<file path="src/rtl/philo_pkg.sv">
// Shared definitions for the dining-philosophers ring: per-philosopher state encoding.
package philo_pkg;

  localparam int unsigned ST_W = 2;

  typedef enum logic [ST_W-1:0] {
    THINKING = 2'd0,
    READING  = 2'd1,
    EATING   = 2'd2,
    HUNGRY   = 2'd3
  } state_t;

  function automatic logic is_state(logic [ST_W-1:0] s, state_t v);
    return s == v;
  endfunction

endpackage

</file>
<file path="src/rtl/philo_wait_ctr.sv">
// Per-philosopher consecutive-HUNGRY counter, saturating at MAX_WAIT, with a starvation hit strobe.
module philo_wait_ctr #(
  parameter int unsigned CW       = 4,
  parameter int unsigned MAX_WAIT = 15
) (
  input  logic clock,
  input  logic reset_n,
  input  logic en,
  input  logic clr,
  input  logic hungry,
  output logic hit_c
);

  localparam logic [CW-1:0] CNT_MAX = CW'(MAX_WAIT);
  localparam logic [CW-1:0] CNT_PRE = CW'(MAX_WAIT - 1);

  logic [CW-1:0] cnt;

  always_ff @(posedge clock or negedge reset_n) begin
    if (!reset_n) begin
      cnt <= '0;
    end else if (clr) begin
      cnt <= '0;
    end else if (en) begin
      if (!hungry)
        cnt <= '0;
      else if (cnt < CNT_MAX)
        cnt <= cnt + CW'(1);
    end
  end

  // Fires on the sample that brings the run to MAX_WAIT and on every saturated sample after.
  assign hit_c = en & ~clr & hungry & (cnt >= CNT_PRE);

endmodule

</file>
<file path="src/rtl/philo_monitor.sv">
// Passive safety/liveness observer of the philosopher ring: mutex breaches, starvation,
// and the concurrent-eater high-water mark, all with two-cycle latency.
module philo_monitor
  import philo_pkg::*;
#(
  parameter int unsigned N        = 16,
  parameter int unsigned MAX_WAIT = 15,
  parameter int unsigned CW       = 4,
  parameter int unsigned IW       = 4
) (
  input  logic              clock,
  input  logic              reset_n,
  input  logic [ST_W*N-1:0] st,
  input  logic              enable,
  input  logic              clear,
  output logic              mutex_err,
  output logic [IW-1:0]     mutex_idx,
  output logic              starve_err,
  output logic [IW-1:0]     starve_idx,
  output logic [IW:0]       eaters,
  output logic [IW:0]       eaters_max
);

  localparam int unsigned EW = IW + 1;

  logic [ST_W*N-1:0] st_q;
  logic [N-1:0]      eat_c;
  logic [N-1:0]      hungry_c;
  logic [N-1:0]      pair_c;
  logic [N-1:0]      hit_c;
  logic [IW-1:0]     pair_idx_c;
  logic [IW-1:0]     hit_idx_c;
  logic [EW-1:0]     eaters_c;

  for (genvar i = 0; i < N; i++) begin : g_ph
    assign eat_c[i]    = is_state(st_q[ST_W*i +: ST_W], EATING);
    assign hungry_c[i] = is_state(st_q[ST_W*i +: ST_W], HUNGRY);
    assign pair_c[i]   = eat_c[i] & eat_c[(i + 1) % N];

    philo_wait_ctr #(
      .CW       (CW),
      .MAX_WAIT (MAX_WAIT)
    ) u_wait (
      .clock   (clock),
      .reset_n (reset_n),
      .en      (enable),
      .clr     (clear),
      .hungry  (hungry_c[i]),
      .hit_c   (hit_c[i])
    );
  end

  // Lowest-index encoders for first breach, plus eater popcount.
  always_comb begin
    pair_idx_c = '0;
    hit_idx_c  = '0;
    eaters_c   = '0;
    for (int i = N - 1; i >= 0; i--) begin
      if (pair_c[i]) pair_idx_c = IW'(i);
      if (hit_c[i])  hit_idx_c  = IW'(i);
    end
    for (int i = 0; i < N; i++)
      eaters_c = eaters_c + EW'(eat_c[i]);
  end

  always_ff @(posedge clock or negedge reset_n) begin
    if (!reset_n) begin
      st_q <= '0;
    end else if (enable) begin
      st_q <= st;
    end
  end

  // Clear wins over checking; the eater count itself keeps tracking the sampled ring.
  always_ff @(posedge clock or negedge reset_n) begin
    if (!reset_n) begin
      mutex_err  <= 1'b0;
      mutex_idx  <= '0;
      starve_err <= 1'b0;
      starve_idx <= '0;
      eaters     <= '0;
      eaters_max <= '0;
    end else if (clear) begin
      mutex_err  <= 1'b0;
      mutex_idx  <= '0;
      starve_err <= 1'b0;
      starve_idx <= '0;
      eaters_max <= '0;
      if (enable) eaters <= eaters_c;
    end else if (enable) begin
      eaters <= eaters_c;
      if (eaters_c > eaters_max) eaters_max <= eaters_c;
      if (!mutex_err && (|pair_c)) begin
        mutex_err <= 1'b1;
        mutex_idx <= pair_idx_c;
      end
      if (!starve_err && (|hit_c)) begin
        starve_err <= 1'b1;
        starve_idx <= hit_idx_c;
      end
    end
  end

endmodule

</file>
<file path="config.mk">
export PLATFORM = sky130hd
export DESIGN_NAME = philo_monitor
export DESIGN_NICKNAME = d
export VERILOG_FILES = /design/src/rtl/philo_pkg.sv /design/src/rtl/philo_wait_ctr.sv /design/src/rtl/philo_monitor.sv
export SDC_FILE = /design/constraint.sdc
export NUM_CORES = 1
export LEC_CHECK = 0
export CORE_ASPECT_RATIO = 0.7
export CORE_MARGIN = 10
export CORE_UTILIZATION = 61
export CTS_CLUSTER_DIAMETER = 150
export DETAILED_ROUTE_END_ITERATION = 6
export HOLD_SLACK_MARGIN = 0.05
export PLACE_DENSITY = 0.93
export SYNTH_ARGS = -nofsm -noshare
export SYNTH_HDL_FRONTEND = slang
export SYNTH_HIERARCHICAL = 1
export SYNTH_SLANG_ARGS = --single-unit
</file>
<file path="constraint.sdc">
create_clock -name clock -period 14.5 [get_ports clock]
set_input_delay 2.9 -clock clock [delete_from_list [all_inputs] [get_ports clock]]
set_output_delay 2.9 -clock clock [all_outputs]
set_load 0.05 [all_outputs]
</file>
==> results.ini <==
[pwr]
power_density_mw_per_mm2=136
total_power_mw=1.18
irDropWorstVdd_uv=129
leakage_nw=3.85

[routing]
route.detailed.wl_per_inst_microns=19.5
dr.pass1.iters=6
viasPerCell=6.50
drt-total-wl_mm=18.8
drtIter0Drc=589
drc=0
drtAntennaViolNets=0
vias=6284

[setup_path]
cp_common_cell=buf_4
crit_fanout=96
crit_buf_inv=2
crit_path_start_kind=input port
cp-end-kind=register
slowest_stage=buf_4
cp_data_required_time_ns=14.84
critical_path_class=in2reg
cp_top_family=simple AND/OR/NAND/NOR gates
arrival_ns=6.49
max_stage_delay_ns=0.81
path_cells=buf_4, buf_4, nand4b_1, nor2_1, or4_4, o41ai_2, or2b_1, or4_2, a21oi_1

[logic_synthesis]
synth_most_common_cell=dfrtp_1
synth_nets=833
synth_top_area_frac=0.387
synthFlopType=dfrtp_1
ys_seq_area_frac=0.387
syn_area_per_cell_sq_um=10.1
syn_area_sq_mm=0.00750
async_flop_share=1.00
synth_area_leader_cell=dfrtp_1
synth.area.top_cells=dfrtp_1 39%, ha_1 7.2%, mux2_2 5.4%
synth-edff-count=0
synth_common_cells=116 x dfrtp_1, 47 x nor2_1, 44 x o21ai_0, 43 x ha_1, 43 x inv_1
ys_seq_elements=116
synthCells=744
synth_warnings=6
yosysUniqueCellTypes=67

[place]
place_ws_ns=8.07
dpl_cell_area_sq_mm=0.00815
numPortBuffers=55
hpwl_mm=12.8
gp_congestion=0.881
dp.cells=936

[cells_and_area]
area_growth_pct=16.4
antennaDiodeCount=0
nets=887
drive_above_1_share=0.125
fillers=778
final_cells=967
fin_area_sq_mm=0.00873

[clocking]
cts_tree=yes
clk_latency_ns=0.43
cts_num_sinks=116
path_clk_slew_ns=0.05
cts_hold_buf=0
ctsLongestPathBuffers=2
post_cts_buffers=0
cts_buffers=17
clockRootBuffer=clkbuf_16
htreeDepth=4
cts_resized=0

[sta]
drv_slew=0
relSlewSlack=0.354
hold_viol=0
skew_ns=0.00783
setup_violations=0
fin_crit_ns=6.15
setup_slack_ns=8.35
tightestPinTransition_ns=0.968
rsz0062_at_grt=no
finalSetupTns_ns=0
max_clock_freq_mhz=163
finalCritPeriodShare=0.424

[floorplanning]
core_area_sq_mm=0.0119
die_height_microns=113
die_w_microns=153
rows=33
initial_core_util=0.633
die_area_sq_mm=0.0172
io_pins=56

[global_route]
grt.overflow.total=0
antenna_found_initial=0
grt_pass1_vias=6293
groute.usage.overall=0.214
grt_pass1_wl_mm=31.2
grt_max_degree=97

[flow_run]
cap_violations=0

[min_path]
worst_hold_path_type=reg2reg

[status]
status=finished clean

-- logic make-up after synthesis --
| group | synth area share |
|---|---|
| buf+inv | 0.0367 |
| mux | 0.0567 |
| fa+ha+maj | 0.0984 |
| flops | 0.387 |
| xor+xnor | 0.00233 |
| simple gates | 0.221 |
| compound gates | 0.198 |
-- area by class of cell --
cell class,instances,area [sq um],area share
Clock buffer,21,450,0.0516
Clock inverter,10,133,0.0152
Inverter,43,161,0.0185
Multi-Input combinational cell,562,4330,0.495
Sequential cell,116,2900,0.332
Tap cell,157,196,0.0225
Timing Repair Buffer,58,563,0.0645
-- registers in the layout, summed over array words and instances (netlist names) --
register and cells:
starve_idx 4, starve_err 1, st_q 32, eaters_max 5, g_ph.u_wait/cnt 64, eaters 5, mutex_idx 4, mutex_err 1
-- layout by cell type (no fill, tap or decap), drive strengths merged, types with 3 or more instances in the layout --
cell type,count
dfrtp,116
clkdlybuf4s50,52
nor2,48
o21ai,47
inv,43
ha,43
nand2,39
a21oi,39
mux2,36
a211oi,35
nand4,32
nand2b,26
nand3,24
clkbuf,21
and2,17
nand3b,16
a211o,16
nand4b,16
a41oi,15
a21boi,15
and4b,15
o21ba,15
fa,10
nor2b,7
buf,6
or4,5
o21a,4
clkinv,4
and2b,4
a21o,3
a31oi,3
clkinvlp,3
bufinv,3
-- stage by stage --
| step | hold WS (ns) | utilization |
|---|---|---|
| CTS | 0.520 | 0.737 |
| detailed placement | 0.507 | 0.688 |
| global placement | 0.497 | 0.688 |
| floorplan | 0.486 | - |
| global route | 0.535 | 0.737 |
| finish | 0.515 | 0.737 |
-- worst paths after layout --
path | start | end | slack (ns) | depth (start not counted)
min | st_q[4] | st_q[4] | 0.52 | 1
max in group asynchronous | reset_n | g_ph[12].u_wait/cnt[0] | 10.68 | 2
min reg2reg | st_q[4] | st_q[4] | 0.52 | 1
max reg2reg | st_q[14] | eaters_max[0] | 8.78 | 18
min in group asynchronous | reset_n | st_q[10] | 2.50 | 1
max | enable | starve_idx[1] | 8.35 | 9
-- power by group --
part	internal (mW)	switching, mW
clock	0.272	0.149
combinational	0.153	0.246
sequential	0.347	0.0174
-- per-layer routing --
layer  GRT usage  vias to the layer above  wire [microns]
li1            -                     2899               -
met1       0.268                     3082            8060
met2       0.364                      267            9290
met3      0.0435                       36            1170
met4      0.0703                        0             319
met5           0                        -               0
Power figures use the tool's default switching activity.
